**config.mk**
```make
export PLATFORM = sky130hd
export DESIGN_NAME = alarm_time_editor
export DESIGN_NICKNAME = d
export VERILOG_FILES = /design/src/rtl/alarm_pkg.sv /design/src/rtl/alarm_field_counter.sv /design/src/rtl/alarm_time_editor.sv
export SDC_FILE = /design/constraint.sdc
export NUM_CORES = 1
export LEC_CHECK = 0
export CAP_MARGIN = 20
export CORE_ASPECT_RATIO = 1.4
export CORE_UTILIZATION = 50
export DETAILED_ROUTE_END_ITERATION = 12
export HOLD_SLACK_MARGIN = 0.02
export PLACE_DENSITY = 0.86
export SETUP_SLACK_MARGIN = 0.5
export SLEW_MARGIN = 5
export SYNTH_ARGS = -nofsm -noshare
export SYNTH_HDL_FRONTEND = slang
export SYNTH_SLANG_ARGS = --single-unit
```
**constraint.sdc**
```tcl
create_clock -name clk -period 5.15 [get_ports clk]
set_input_delay 1.2875 -clock clk [delete_from_list [all_inputs] [get_ports clk]]
set_output_delay 1.2875 -clock clk [all_outputs]
set_load 0.01 [all_outputs]
```
**src/rtl/alarm_pkg.sv**
```systemverilog
// Shared alarm-editor types and limits. Optional blink is enabled with ALARM_EDITOR_BLINK_EN.
package alarm_pkg;

    localparam int unsigned HOUR_W   = 5;
    localparam int unsigned MIN_W    = 6;
    localparam int unsigned HOUR_MAX = 23;
    localparam int unsigned MIN_MAX  = 59;

    typedef enum logic [1:0] {
        IDLE      = 2'd0,
        EDIT_HOUR = 2'd1,
        EDIT_MIN  = 2'd2
    } edit_state_e;

    typedef enum logic {
        FIELD_HOUR = 1'b0,
        FIELD_MIN  = 1'b1
    } edit_field_e;

    // Field selected while sitting in a given state; hour outside EDIT_MIN.
    function automatic edit_field_e field_of(input edit_state_e s);
        return (s == EDIT_MIN) ? FIELD_MIN : FIELD_HOUR;
    endfunction

endpackage

```
**src/rtl/alarm_field_counter.sv**
```systemverilog
// Modulo-(MAX+1) up/down counter with synchronous load, used for one time field.
module alarm_field_counter
    import alarm_pkg::*;
#(
    parameter int unsigned MAX       = 59,
    parameter int unsigned W         = 6,
    parameter int unsigned RESET_VAL = 0
) (
    input  logic         clk,
    input  logic         reset,
    input  logic         load_i,
    input  logic [W-1:0] load_val_i,
    input  logic         inc_i,
    input  logic         dec_i,
    output logic [W-1:0] value_o
);

    logic [W-1:0] value_q;
    logic [W-1:0] value_d;

    // Load wins; inc and dec together cancel.
    always_comb begin
        value_d = value_q;
        if (load_i) begin
            value_d = load_val_i;
        end else if (inc_i && !dec_i) begin
            value_d = (value_q == W'(MAX)) ? '0 : value_q + W'(1);
        end else if (dec_i && !inc_i) begin
            value_d = (value_q == '0) ? W'(MAX) : value_q - W'(1);
        end
    end

    always_ff @(posedge clk or posedge reset) begin
        if (reset) begin
            value_q <= W'(RESET_VAL);
        end else begin
            value_q <= value_d;
        end
    end

    assign value_o = value_q;

endmodule

```
**src/rtl/alarm_time_editor.sv**
```systemverilog
// Alarm time editor: edits a working HH:MM copy and commits or discards it on mode exit.
// Define ALARM_EDITOR_BLINK_EN to blink the selected field at tick_1s.
module alarm_time_editor
    import alarm_pkg::*;
#(
    parameter int unsigned RESET_HOUR = 6,
    parameter int unsigned RESET_MIN  = 0
) (
    input  logic              clk,
    input  logic              reset,
    input  logic              alarm_set_mode,
    input  logic              mode_timeout,
    input  logic              btnU_pulse,
    input  logic              btnD_pulse,
    input  logic              btnL_pulse,
    input  logic              btnR_pulse,
    input  logic              tick_1s,
    output logic [HOUR_W-1:0] alarm_hour,
    output logic [MIN_W-1:0]  alarm_min,
    output logic [HOUR_W-1:0] edit_hour,
    output logic [MIN_W-1:0]  edit_min,
    output logic              edit_field,
    output logic              blink,
    output logic              activity_pulse,
    output logic              commit_pulse
);

    edit_state_e       state_q;
    edit_field_e       edit_field_q;
    logic              mode_q;
    logic [HOUR_W-1:0] alarm_hour_q;
    logic [MIN_W-1:0]  alarm_min_q;
    logic              activity_q;
    logic              commit_q;

    logic              entry_c;
    logic              exit_c;
    logic              editing_c;
    logic              up_c;
    logic              dn_c;
    logic              toggle_c;
    logic              any_btn_c;
    logic              hour_sel_c;
    logic              min_sel_c;

    // Mode edges and qualified button strobes; buttons only count while editing.
    assign entry_c    = alarm_set_mode & ~mode_q;
    assign exit_c     = ~alarm_set_mode & mode_q;
    assign editing_c  = (state_q != IDLE) & alarm_set_mode;
    assign up_c       = editing_c & btnU_pulse & ~btnD_pulse;
    assign dn_c       = editing_c & btnD_pulse & ~btnU_pulse;
    assign toggle_c   = editing_c & (btnL_pulse ^ btnR_pulse);
    assign any_btn_c  = editing_c & (btnU_pulse | btnD_pulse | btnL_pulse | btnR_pulse);
    assign hour_sel_c = (state_q == EDIT_HOUR);
    assign min_sel_c  = (state_q == EDIT_MIN);

    alarm_field_counter #(
        .MAX       (HOUR_MAX),
        .W         (HOUR_W),
        .RESET_VAL (RESET_HOUR)
    ) u_hour (
        .clk        (clk),
        .reset      (reset),
        .load_i     (entry_c),
        .load_val_i (alarm_hour_q),
        .inc_i      (up_c & hour_sel_c),
        .dec_i      (dn_c & hour_sel_c),
        .value_o    (edit_hour)
    );

    alarm_field_counter #(
        .MAX       (MIN_MAX),
        .W         (MIN_W),
        .RESET_VAL (RESET_MIN)
    ) u_min (
        .clk        (clk),
        .reset      (reset),
        .load_i     (entry_c),
        .load_val_i (alarm_min_q),
        .inc_i      (up_c & min_sel_c),
        .dec_i      (dn_c & min_sel_c),
        .value_o    (edit_min)
    );

    // Edit FSM plus committed value and handshake pulses.
    always_ff @(posedge clk or posedge reset) begin
        if (reset) begin
            state_q      <= IDLE;
            edit_field_q <= FIELD_HOUR;
            mode_q       <= 1'b0;
            alarm_hour_q <= HOUR_W'(RESET_HOUR);
            alarm_min_q  <= MIN_W'(RESET_MIN);
            activity_q   <= 1'b0;
            commit_q     <= 1'b0;
        end else begin
            mode_q     <= alarm_set_mode;
            activity_q <= any_btn_c;
            commit_q   <= 1'b0;
            if (entry_c) begin
                state_q      <= EDIT_HOUR;
                edit_field_q <= field_of(EDIT_HOUR);
            end else if (exit_c) begin
                state_q      <= IDLE;
                edit_field_q <= field_of(IDLE);
                // A timeout exit abandons the working copy.
                if ((state_q != IDLE) && !mode_timeout) begin
                    alarm_hour_q <= edit_hour;
                    alarm_min_q  <= edit_min;
                    commit_q     <= 1'b1;
                end
            end else if (toggle_c) begin
                case (state_q)
                    EDIT_HOUR: begin
                        state_q      <= EDIT_MIN;
                        edit_field_q <= field_of(EDIT_MIN);
                    end
                    EDIT_MIN: begin
                        state_q      <= EDIT_HOUR;
                        edit_field_q <= field_of(EDIT_HOUR);
                    end
                    default: begin
                        state_q      <= IDLE;
                        edit_field_q <= field_of(IDLE);
                    end
                endcase
            end
        end
    end

`ifdef ALARM_EDITOR_BLINK_EN
    logic blink_q;

    // Keep the field lit when idle or just adjusted; otherwise flash once per second.
    always_ff @(posedge clk or posedge reset) begin
        if (reset) begin
            blink_q <= 1'b1;
        end else if (!editing_c || (btnU_pulse | btnD_pulse)) begin
            blink_q <= 1'b1;
        end else if (tick_1s) begin
            blink_q <= ~blink_q;
        end
    end

    assign blink = blink_q;
`else
    logic unused_tick;

    assign unused_tick = tick_1s;
    assign blink       = 1'b1;
`endif

    assign alarm_hour     = alarm_hour_q;
    assign alarm_min      = alarm_min_q;
    assign edit_field     = edit_field_q;
    assign activity_pulse = activity_q;
    assign commit_pulse   = commit_q;

endmodule
```
==> results by group, run 1 <==
Floorplanning
  • Die area: approximately 3600 sq um
  • Die Ht: between 70 and 80 microns
  • Top Ports: 35
  • Die W: about 51 microns
  • Core area: 3180 sq um
  • Starting density of the core: a little over half
  • Rows: 24

Yosys
  • Top-area cell type share of the netlist area: 34.0%
  • Yosys warning total: 0
  • Synthesized instance count: approximately 180
  • Synth area leader: dfrtp_1
  • EDFF count, synth: 0
  • Area contributors post-synth: dfrtp_1 34%, mux2_2 8.0%, dfstp_2 6.2%
  • Dominant synthesized flop cell: dfrtp_1
  • Syn nets: a little under 200
  • Register area share after synthesis: about two fifths
  • Post-synth cell types: 44
  • Ys async rst share: 100%
  • Post-Syn Area: between 1500 and 2000 sq um
  • Number of synthesized register bits: 27
  • Syn Area/Cell: slightly above 9 sq um

STA
  • RSZ-0062 raised after global routing: no
  • Worst slew margin: between 40% and 50%
  • Final hold slack: between 0.5 and 0.6 ns
  • Final period util: a little under three fifths
  • Worst Tran Pin Value: between 0.8 and 0.9 ns
  • Setup TNS: 0 ns
  • Post-route minimum period: a little under 3 ns
  • Final Max Tran Viols: 0
  • # setup viols final: 0
  • Clk_skew: around 0.0075 ns
  • Highest clock rate: around 0.34 GHz
  • Hold Vio Cnt, Final: 0

Clocking
  • H-tree depth: 1
  • Clk slew on worst S/H paths: 0.09 ns
  • Clock root cell: clkbuf_8
  • Total CTS buffers: 3
  • Hold_buf cts: 0
  • Post-CTS setup buffer count: 0
  • CTS tree: built
  • CTS Sinks: 27
  • Clock Latency Late Sink: 0.27 ns
  • Cts repair resizes: 0
  • Worst-case clock buffer depth: 2

Place
  • IO buf count: 32
  • Placer Congestion: 0.873
  • Placed insts: between 200 and 250
  • Cell Area, Placed: 2020 sq um
  • DP HPWL: 2630 microns

Final layout
  • Finished Layout Cells: 250
  • Share of layout cells above drive strength 1: between 10% and 20%
  • Util after Layout: between 60% and 70%
  • # nets final: ~230
  • Area growth syn-to-layout: 23.4%
  • Fill count: between 200 and 300
  • # diodes: 0
  • Final Cell Area: approximately 2100 sq um

Min path
  • Hold Path Class: register to register

GRT
  • Initial antenna violation count: 0
  • GRT Util Overall: between 20% and 30%
  • First-pass GRT wire length: 6170 microns
  • Largest net degree at the start of global routing: 28
  • GR Overflow Total: 0
  • Via count of the first global-routing pass: about 1400

Drt
  • TritonRoute pass-1 iters: 5
  • WL per Instance: 14.8 microns
  • Drt drc: 0
  • Ratio of routed vias to standard cells: 5.69
  • 1st-iter DRT viols: 46
  • Vias: between 1000 and 1500
  • Routed Antenna Nets: 0
  • Total wire length: 3690 microns

Worst setup path
  • Crit path largest cell delay: around 0.78 ns
  • Critical path cell sequence: clkdlybuf4s50_1 > ha_1 > nor3_1 > mux2_2
  • Critical Path RT: 5.32 ns
  • CP max-delay cell: ha_1
  • Worst EP arrival: about 3.1 ns
  • CP Capture Type: register
  • Crit path launch type: input pin
  • Worst Setup Path Type: input pin to register
  • Worst Path Max Fanout: 26

Pwr
  • Cell Pwr Density: 500 nW/um^2
  • Leakage power: between 0.8 and 0.9 nW
  • Worst vdd ir: 0.329 mV

Job
  • Max Cap Viol: 0

Status
  • Status: completed
## final timing paths
path	startpoint	end	slack [ns]	cells after the start
worst max-delay path	alarm_set_mode	state_q[1]	2.20	4
max in group asynchronous	reset	u_hour.value_o[1]	3.38	3
worst max register to register	u_min.value_o[1]	u_min.value_o[0]	3.17	6
worst min register to register	alarm_min[3]	u_min.value_o[3]	0.51	2
min in group asynchronous	reset	alarm_min[0]	1.27	2
worst min-delay path	alarm_min[3]	u_min.value_o[3]	0.51	2
## per-stage QoR
step / power [mW] / setup slack [ns]
floorplan: 0.719 / 2.56
global placement: 0.906 / 1.93
detailed placement: 0.924 / 1.89
CTS: 1.05 / 2.18
global route: 1.12 / 1.98
finish: 1.05 / 2.20
## logic make-up after synthesis
group,Yosys count,synth area share [%]
AO/OA/AOI/OAI,43,15.3
flip-flops,27,40.2
XOR/XNOR,8,4.14
other,1,0.221
adder cells (fa/ha/maj),7,5.17
buffers and inverters,21,5.76
AND/OR/NAND/NOR,60,18.9
multiplexers,16,10.3
## cell usage in the layout, fill, tap and decap left out, drive strengths merged, types with 2 or more instances in the layout
master,instances
nor3,7
clkdlybuf4s50,32
a211oi,3
clkbuf,4
a31oi,4
inv,10
mux2i,4
dfrtp,23
nor2b,4
or3,2
xnor2,5
a21oi,15
o21ai,12
o211ai,2
xor2,3
dfstp,4
nor4,4
buf,3
nor2,11
nand3,6
mux2,12
or2,2
nand2,11
nor3b,3
ha,7
nand2b,5
## synthesized netlist by cell type, types with 2 or more instances
cell      count
nand3_1       6
buf_4         2
mux2i_1       4
a31oi_1       4
nor3b_1       3
clkbuf_1      5
dfrtp_1      23
xor2_1        3
a211oi_1      3
nor3_1        7
mux2_2       12
nand2b_1      5
o211ai_1      2
xnor2_1       5
ha_1          7
dfstp_2       4
nor2b_1       4
nand2_1      11
o21ai_0      11
nor4_1        4
a21oi_1      15
nor2_1       11
inv_1        10
buf_2         2
## registers in the layout, summed over array words and instances, names as in the netlist
| register | flops |
|---|---|
| alarm_hour | 5 |
| alarm_min | 6 |
| mode_q | 1 |
| u_min.value_o | 6 |
| commit_pulse | 1 |
| activity_pulse | 1 |
| state_q | 2 |
| u_hour.value_o | 5 |
## power breakdown
group,switching (mW),internal (mW)
combinational,0.216,0.295
sequential,0.116,0.298
clock,0.0650,0.0554
total,0.397,0.648
## final cells by class
type / count / area, sq um / area share (%)
multi-input cells: 135 / 916 / 43.8
flip-flops and latches: 27 / 681 / 32.6
repair buffers: 35 / 363 / 17.4
well taps: 39 / 48.8 / 2.33
clock buffers: 4 / 45.0 / 2.15
inverters: 10 / 37.5 / 1.80
## routing by layer
| metal | routed length, microns | track usage, % | vias to the layer above |
|---|---|---|---|
| met3 | 103 | 2.80 | 4 |
| met2 | 1960 | 40.4 | 29 |
| met1 | 1600 | 26.6 | 684 |
| met5 | 0 | 0 | - |
| li1 | - | - | 705 |
| met4 | 34 | 5.25 | 0 |
## worst max-delay path, delay by kind of cell
family	cells	cell delay [ns]
adder cells (fa/ha/maj)	1	0.78
multiplexers	1	0.29
AND/OR/NAND/NOR	1	0.15
buffers and inverters	1	0.62
Power figures use the tool's default switching activity.
==> inputs of run 2 (changes only) <==
==> constraint.sdc (replaced) <==
create_clock -name clk -period 2.8 [get_ports clk]
set_input_delay 0.7 -clock clk [delete_from_list [all_inputs] [get_ports clk]]
set_output_delay 0.7 -clock clk [all_outputs]
set_load 0.01 [all_outputs]
==> run 2 against run 1 <==
Against the previous run:
- sequential share of layout area is 0.31 points lower
- count of clock-buffer cells in the layout stayed put
- via count is 5.2% higher
- critical path depth is 2 higher
- combinational power is 86% higher
- non-clock buffer count is 3 higher
- setup slack worse by 1.7 ns
- register-to-register slack worse by 2.4 ns
- global-route usage is 2.0 points higher
- largest cell class unchanged
==> results by group, run 2 (synthesis gave the netlist of run 1 again) <==
Status
  • Status: completed

Floorplanning
  • Rows: 24
  • Die area: about 3600 sq um
  • Top Ports: 35
  • Starting density of the core: between 50 and 60%
  • Die Ht: ~71 microns
  • Core area: between 3000 and 4000 sq um
  • Die W: around 51 microns

Drt
  • WL per Instance: ~15 microns
  • 1st-iter DRT viols: 43
  • Total wire length: approximately 3900 microns
  • Drt drc: 0
  • Routed Antenna Nets: 0
  • TritonRoute pass-1 iters: 4
  • Vias: 1496
  • Ratio of routed vias to standard cells: 5.91

Pwr
  • Comb pwr share: 49.2%
  • Leakage power: 0.868 nW
  • P_sw: 737 uW
  • Internal: 1.19 mW
  • Clock Power Share: between 10% and 20%
  • Flop pwr share: 39.4%
  • Total Power: between 1.5 and 2 mW
  • Worst vdd ir: 0.510 mV
  • Cell Pwr Density: roughly 910 nW/um^2
  • Switch share: between 30% and 40%

Place
  • Pre-CTS WS: ~0.23 ns
  • Cell Area, Placed: around 2000 sq um
  • DP HPWL: 2740 microns
  • Placed insts: ~250
  • Placer Congestion: 0.925
  • IO buf count: 32

Clocking
  • Clock root cell: clkbuf_8
  • Worst-case clock buffer depth: 2
  • Total CTS buffers: 3
  • Clk slew on worst S/H paths: 0.09 ns
  • H-tree depth: 1
  • CTS tree: built
  • Clock Latency Late Sink: around 0.27 ns
  • CTS Sinks: 27

Worst setup path
  • Worst Setup Path Type: input pin to register
  • Worst EP arrival: 2.44 ns
  • Critical Path RT: roughly 3.0 ns
  • CP Launch Point: btnD_pulse
  • Crit Reg-Reg Startpoint: u_min.value_o[1]
  • CP Capture Type: register
  • Worst Path Max Fanout: 7
  • Crit path launch type: input pin

GRT
  • Largest net degree at the start of global routing: 28
  • Via count of the first global-routing pass: around 1500
  • GRT Util Overall: around a quarter
  • First-pass GRT wire length: 6710 microns
  • Initial antenna violation count: 0
  • GR Overflow Total: 0

STA
  • Hold Vio Cnt, Final: 0
  • Post-route minimum period: 2.28 ns
  • Worst slew margin: roughly 60%
  • # setup viols final: 0
  • Clk_skew: between 0.006 and 0.007 ns
  • RSZ-0062 raised after global routing: yes
  • Final Worst Setup Slack: about 0.52 ns
  • Final period util: 81.5%
  • Final hold slack: ~0.51 ns
  • Worst Tran Pin Value: 0.570 ns
  • Highest clock rate: approximately 0.44 GHz
  • Final Max Tran Viols: 0
  • Setup TNS: 0 ns

Final layout
  • Finished Layout Cells: between 200 and 300
  • # diodes: 0
  • Share of layout cells above drive strength 1: around 14%
  • Final Cell Area: about 2100 sq um
  • Area growth syn-to-layout: 24.6%
  • # nets final: ~230
  • Util after Layout: about two thirds
  • Commonest non-fill, non-tap cell in the layout: clkdlybuf4s50_1
  • Fill count: 277
  • Most frequent cells in the layout: 31 x clkdlybuf4s50_1, 23 x dfrtp_1, 15 x a21oi_1

Min path
  • Hold Path Class: register to register
  • Worst hold start: alarm_min[1]

Job
  • Max Cap Viol: 0
## run 2: power by group through the flow
stage                     clock, mW  sequential [mW]  combinational, mW
after floorplan                   0            0.739              0.583
after global placement            0            0.759              0.915
after detailed placement          0            0.763              0.940
after CTS                     0.226            0.757              0.946
after global routing          0.238            0.788               1.06
final                         0.219            0.762              0.950
## run 2: worst paths after layout
kind / endpoint / slack (ns) / depth (start not counted)
worst max-delay path: u_hour.value_o[0] / 0.52 / 6
worst min-delay path: u_min.value_o[1] / 0.51 / 2
worst max register to register: u_min.value_o[0] / 0.78 / 6
worst min register to register: u_min.value_o[1] / 0.51 / 2
max in group asynchronous: alarm_hour[1] / 1.71 / 3
min in group asynchronous: alarm_min[5] / 0.78 / 3
## run 2: cell type report
type | instances | area [sq um] | area share (%)
Multi-Input combinational cell | 135 | 931 | 44.1
Sequential cell | 27 | 681 | 32.2
Timing Repair Buffer | 38 | 368 | 17.4
Tap cell | 39 | 48.8 | 2.31
Clock buffer | 4 | 45.0 | 2.13
Inverter | 10 | 37.5 | 1.78
## run 2: repair_timing
| item | in CTS | in global routing |
|---|---|---|
| buffers inserted | 0 | 1 |
| setup endpoints to repair | 0 | 16 |
| resized for setup | 0 | 5 |
| hold buffers | 0 | 0 |
## run 2: worst max-delay path: stages
cell             delay [ns]
clkdlybuf4s50_1        0.56
xor2_1                 0.26
nand3_1                0.28
a21oi_1                0.30
nor2_1                 0.07
o31a_1                 0.27
## run 2: layer usage
layer	vias to the layer above	global-route usage, %	wire, microns
met5	-	0	0
met2	60	41.5	2020
met4	0	10.8	69
met3	8	3.44	164
met1	719	28.8	1600
li1	709	-	-
==> inputs of run 3 (changes only) <==
--- a/config.mk
+++ b/config.mk
@@ -7,10 +7,10 @@
 export LEC_CHECK = 0
 export CAP_MARGIN = 20
 export CORE_ASPECT_RATIO = 1.4
-export CORE_UTILIZATION = 50
+export CORE_UTILIZATION = 46
 export DETAILED_ROUTE_END_ITERATION = 12
 export HOLD_SLACK_MARGIN = 0.02
-export PLACE_DENSITY = 0.86
+export PLACE_DENSITY = 0.84
 export SETUP_SLACK_MARGIN = 0.5
 export SLEW_MARGIN = 5
 export SYNTH_ARGS = -nofsm -noshare
==> constraint.sdc (replaced) <==
create_clock -name clk -period 1.95 [get_ports clk]
set_input_delay 0.4875 -clock clk [delete_from_list [all_inputs] [get_ports clk]]
set_output_delay 0.4875 -clock clk [all_outputs]
set_load 0.01 [all_outputs]
==> run 3 against run 2 <==
Against the previous run:
- final area up 37%
- clock power rose by 56%
- combinational power rose to 2.6 times the previous value
- sequential share of layout area is 8.3 points lower
- global-route usage rose by 2.7 points
- critical endpoint is now u_min.value_o[2]
- largest cell class unchanged
- highest routed layer unchanged
==> results by group, run 3 (synthesis gave the netlist of run 1 again) <==
GRT
  • GR Overflow Total: 0
  • First-pass GRT wire length: about 8000 microns
  • Largest net degree at the start of global routing: 28
  • Initial antenna violation count: 0
  • Via count of the first global-routing pass: 1689
  • GRT Util Overall: between 20% and 30%

Floorplanning
  • Core area: ~3400 sq um
  • Die Ht: approximately 74 microns
  • Rows: 25
  • Die area: 3930 sq um
  • Die W: about 53 microns
  • Starting density of the core: about half
  • Top Ports: 35

Drt
  • WL per Instance: approximately 19 microns
  • Ratio of routed vias to standard cells: 5.79
  • Routed Antenna Nets: 0
  • Vias: approximately 1800
  • Drt drc: 0
  • 1st-iter DRT viols: between 70 and 80
  • TritonRoute pass-1 iters: 4
  • Total wire length: 5940 microns

Clocking
  • Clock root cell: clkbuf_8
  • H-tree depth: 1
  • CTS Sinks: 27
  • Clock Latency Late Sink: between 0.2 and 0.3 ns
  • Clk slew on worst S/H paths: roughly 0.10 ns
  • CTS tree: built
  • Worst-case clock buffer depth: 2
  • Hold_buf cts: 0
  • Total CTS buffers: 3

Place
  • DP HPWL: between 3000 and 4000 microns
  • Placer Congestion: a little under 0.9
  • IO buf count: 32

STA
  • Setup TNS: 0 ns
  • Post-route minimum period: about 1.7 ns
  • # setup viols final: 0
  • Final period util: between 80% and 90%
  • Hold Vio Cnt, Final: 0
  • Highest clock rate: a little under 0.6 GHz
  • RSZ-0062 raised after global routing: yes
  • Clk_skew: 0.00892 ns
  • Final Max Tran Viols: 0
  • Final hold slack: between 0.4 and 0.5 ns

Worst setup path
  • Worst Path Max Fanout: 4
  • Worst Setup Path Type: register to register
  • End of the worst register-to-register path: u_min.value_o[2]
  • Critical Path RT: 2.13 ns
  • Crit path launch type: register
  • R2R depth: 6
  • Crit Reg-Reg Startpoint: u_min.value_o[3]
  • Worst EP arrival: ~1.9 ns
  • CP Capture Type: register
  • Critical path cell sequence: buf_6 > or3_4 > or2_4 > a41o_1 > o22ai_2 > o21ai_1
  • CP max-delay cell: dfrtp_1
  • Crit path largest cell delay: around 0.40 ns
  • R2R setup slack: around 0.27 ns

Min path
  • Hold Path Class: input pin to register
  • Worst hold start: btnD_pulse
  • WHS Path Cells: 3
  • Worst-case hold path end point: activity_pulse

Final layout
  • Commonest non-fill, non-tap cell in the layout: buf_4
  • # nets final: roughly 290
  • Most frequent cells in the layout: 47 x buf_4, 21 x buf_6, 15 x dfrtp_1
  • # diodes: 0
  • Share of layout cells above drive strength 1: 55.5%
  • Area growth syn-to-layout: 70.5%
  • Fill count: 202

Pwr
  • Cell Pwr Density: approximately 1300 nW/um^2
  • Worst vdd ir: 1.16 mV
  • Total Power: 3.82 mW
  • Leakage power: 1.29 nW

Status
  • Status: completed

Job
  • Max Cap Viol: 0
[run 3: cell count changes in the layout (fill, tap and decap cells not counted), sizes merged]
cell / change
buf: +68
clkinv: +1
clkdlybuf4s15: +13
clkbuf: +2
dlymetal6s2s: +1
dlygate4sd2: +3
clkdlybuf4s50: -30
[run 3: through the flow]
step | instance area (sq um) | util [%] | setup slack [ns] | cells
after floorplan | 1830 | - | 0.275 | 183
after global placement | 2290 | 66.6 | -0.209 | 268
after detailed placement | 2290 | 66.6 | -0.232 | 268
after CTS | 2590 | 75.3 | 0.280 | 302
after global routing | 2890 | 84.0 | 0.233 | 312
final | 2890 | 84.0 | 0.271 | 312
[run 3: worst max-delay path, delay by kind of cell (launching register included)]
kind | cells | cell delay, ns
buffers and inverters | 1 | 0.13
and+or+nand+nor | 2 | 0.63
DFF | 1 | 0.40
AOI/OAI and AO/OA | 3 | 0.42
[run 3: repair_timing]
item / in CTS / in global routing
hold endpoints to repair: 0 / 0
resized for setup: 93 / 72
endpoints found under the setup margin: 50 / 41
cloned: 0 / 0
pin swaps: 11 / 19
setup buffers: 30 / 10
[run 3: power by group]
part | total [mW] | internal [mW] | switching [mW]
logic | 2.50 | 1.34 | 1.16
clock network | 0.341 | 0.144 | 0.197
registers | 0.973 | 0.797 | 0.175
total | 3.82 | 2.29 | 1.53
[run 3: worst max-delay path by stage]
stage / to / start / cells past startpoint / slack (ns)
6_report: u_min.value_o[2] / u_min.value_o[3] / 6 / 0.27
4_1_cts: u_min.value_o[2] / u_min.value_o[3] / 6 / 0.28
3_5_place_dp: u_hour.value_o[0] / btnU_pulse / 7 / -0.23
5_1_grt: u_min.value_o[4] / u_min.value_o[1] / 7 / 0.23
2_1_floorplan: u_min.value_o[2] / u_min.value_o[2] / 6 / 0.27
3_3_place_gp: u_hour.value_o[0] / btnU_pulse / 7 / -0.21
[run 3: final cells by class]
| cell class | count | area, sq um | area share [%] |
|---|---|---|---|
| timing repair buffer | 96 | 846 | 29.3 |
| clock buffer | 3 | 41.3 | 1.43 |
| sequential | 27 | 691 | 23.9 |
| inverter | 10 | 55.1 | 1.91 |
| multi-input combinational | 135 | 1200 | 41.6 |
| clock inverter | 1 | 5.00 | 0.173 |
| tap | 40 | 50.0 | 1.73 |
[run 3: routing by layer]
layer	GRT usage [%]	share of wire [%]	up-vias
met3	2.90	4.3	20
met5	0	0	-
li1	-	-	830
met2	51.7	56	79
met1	29.8	36	879
met4	6.43	3.5	0
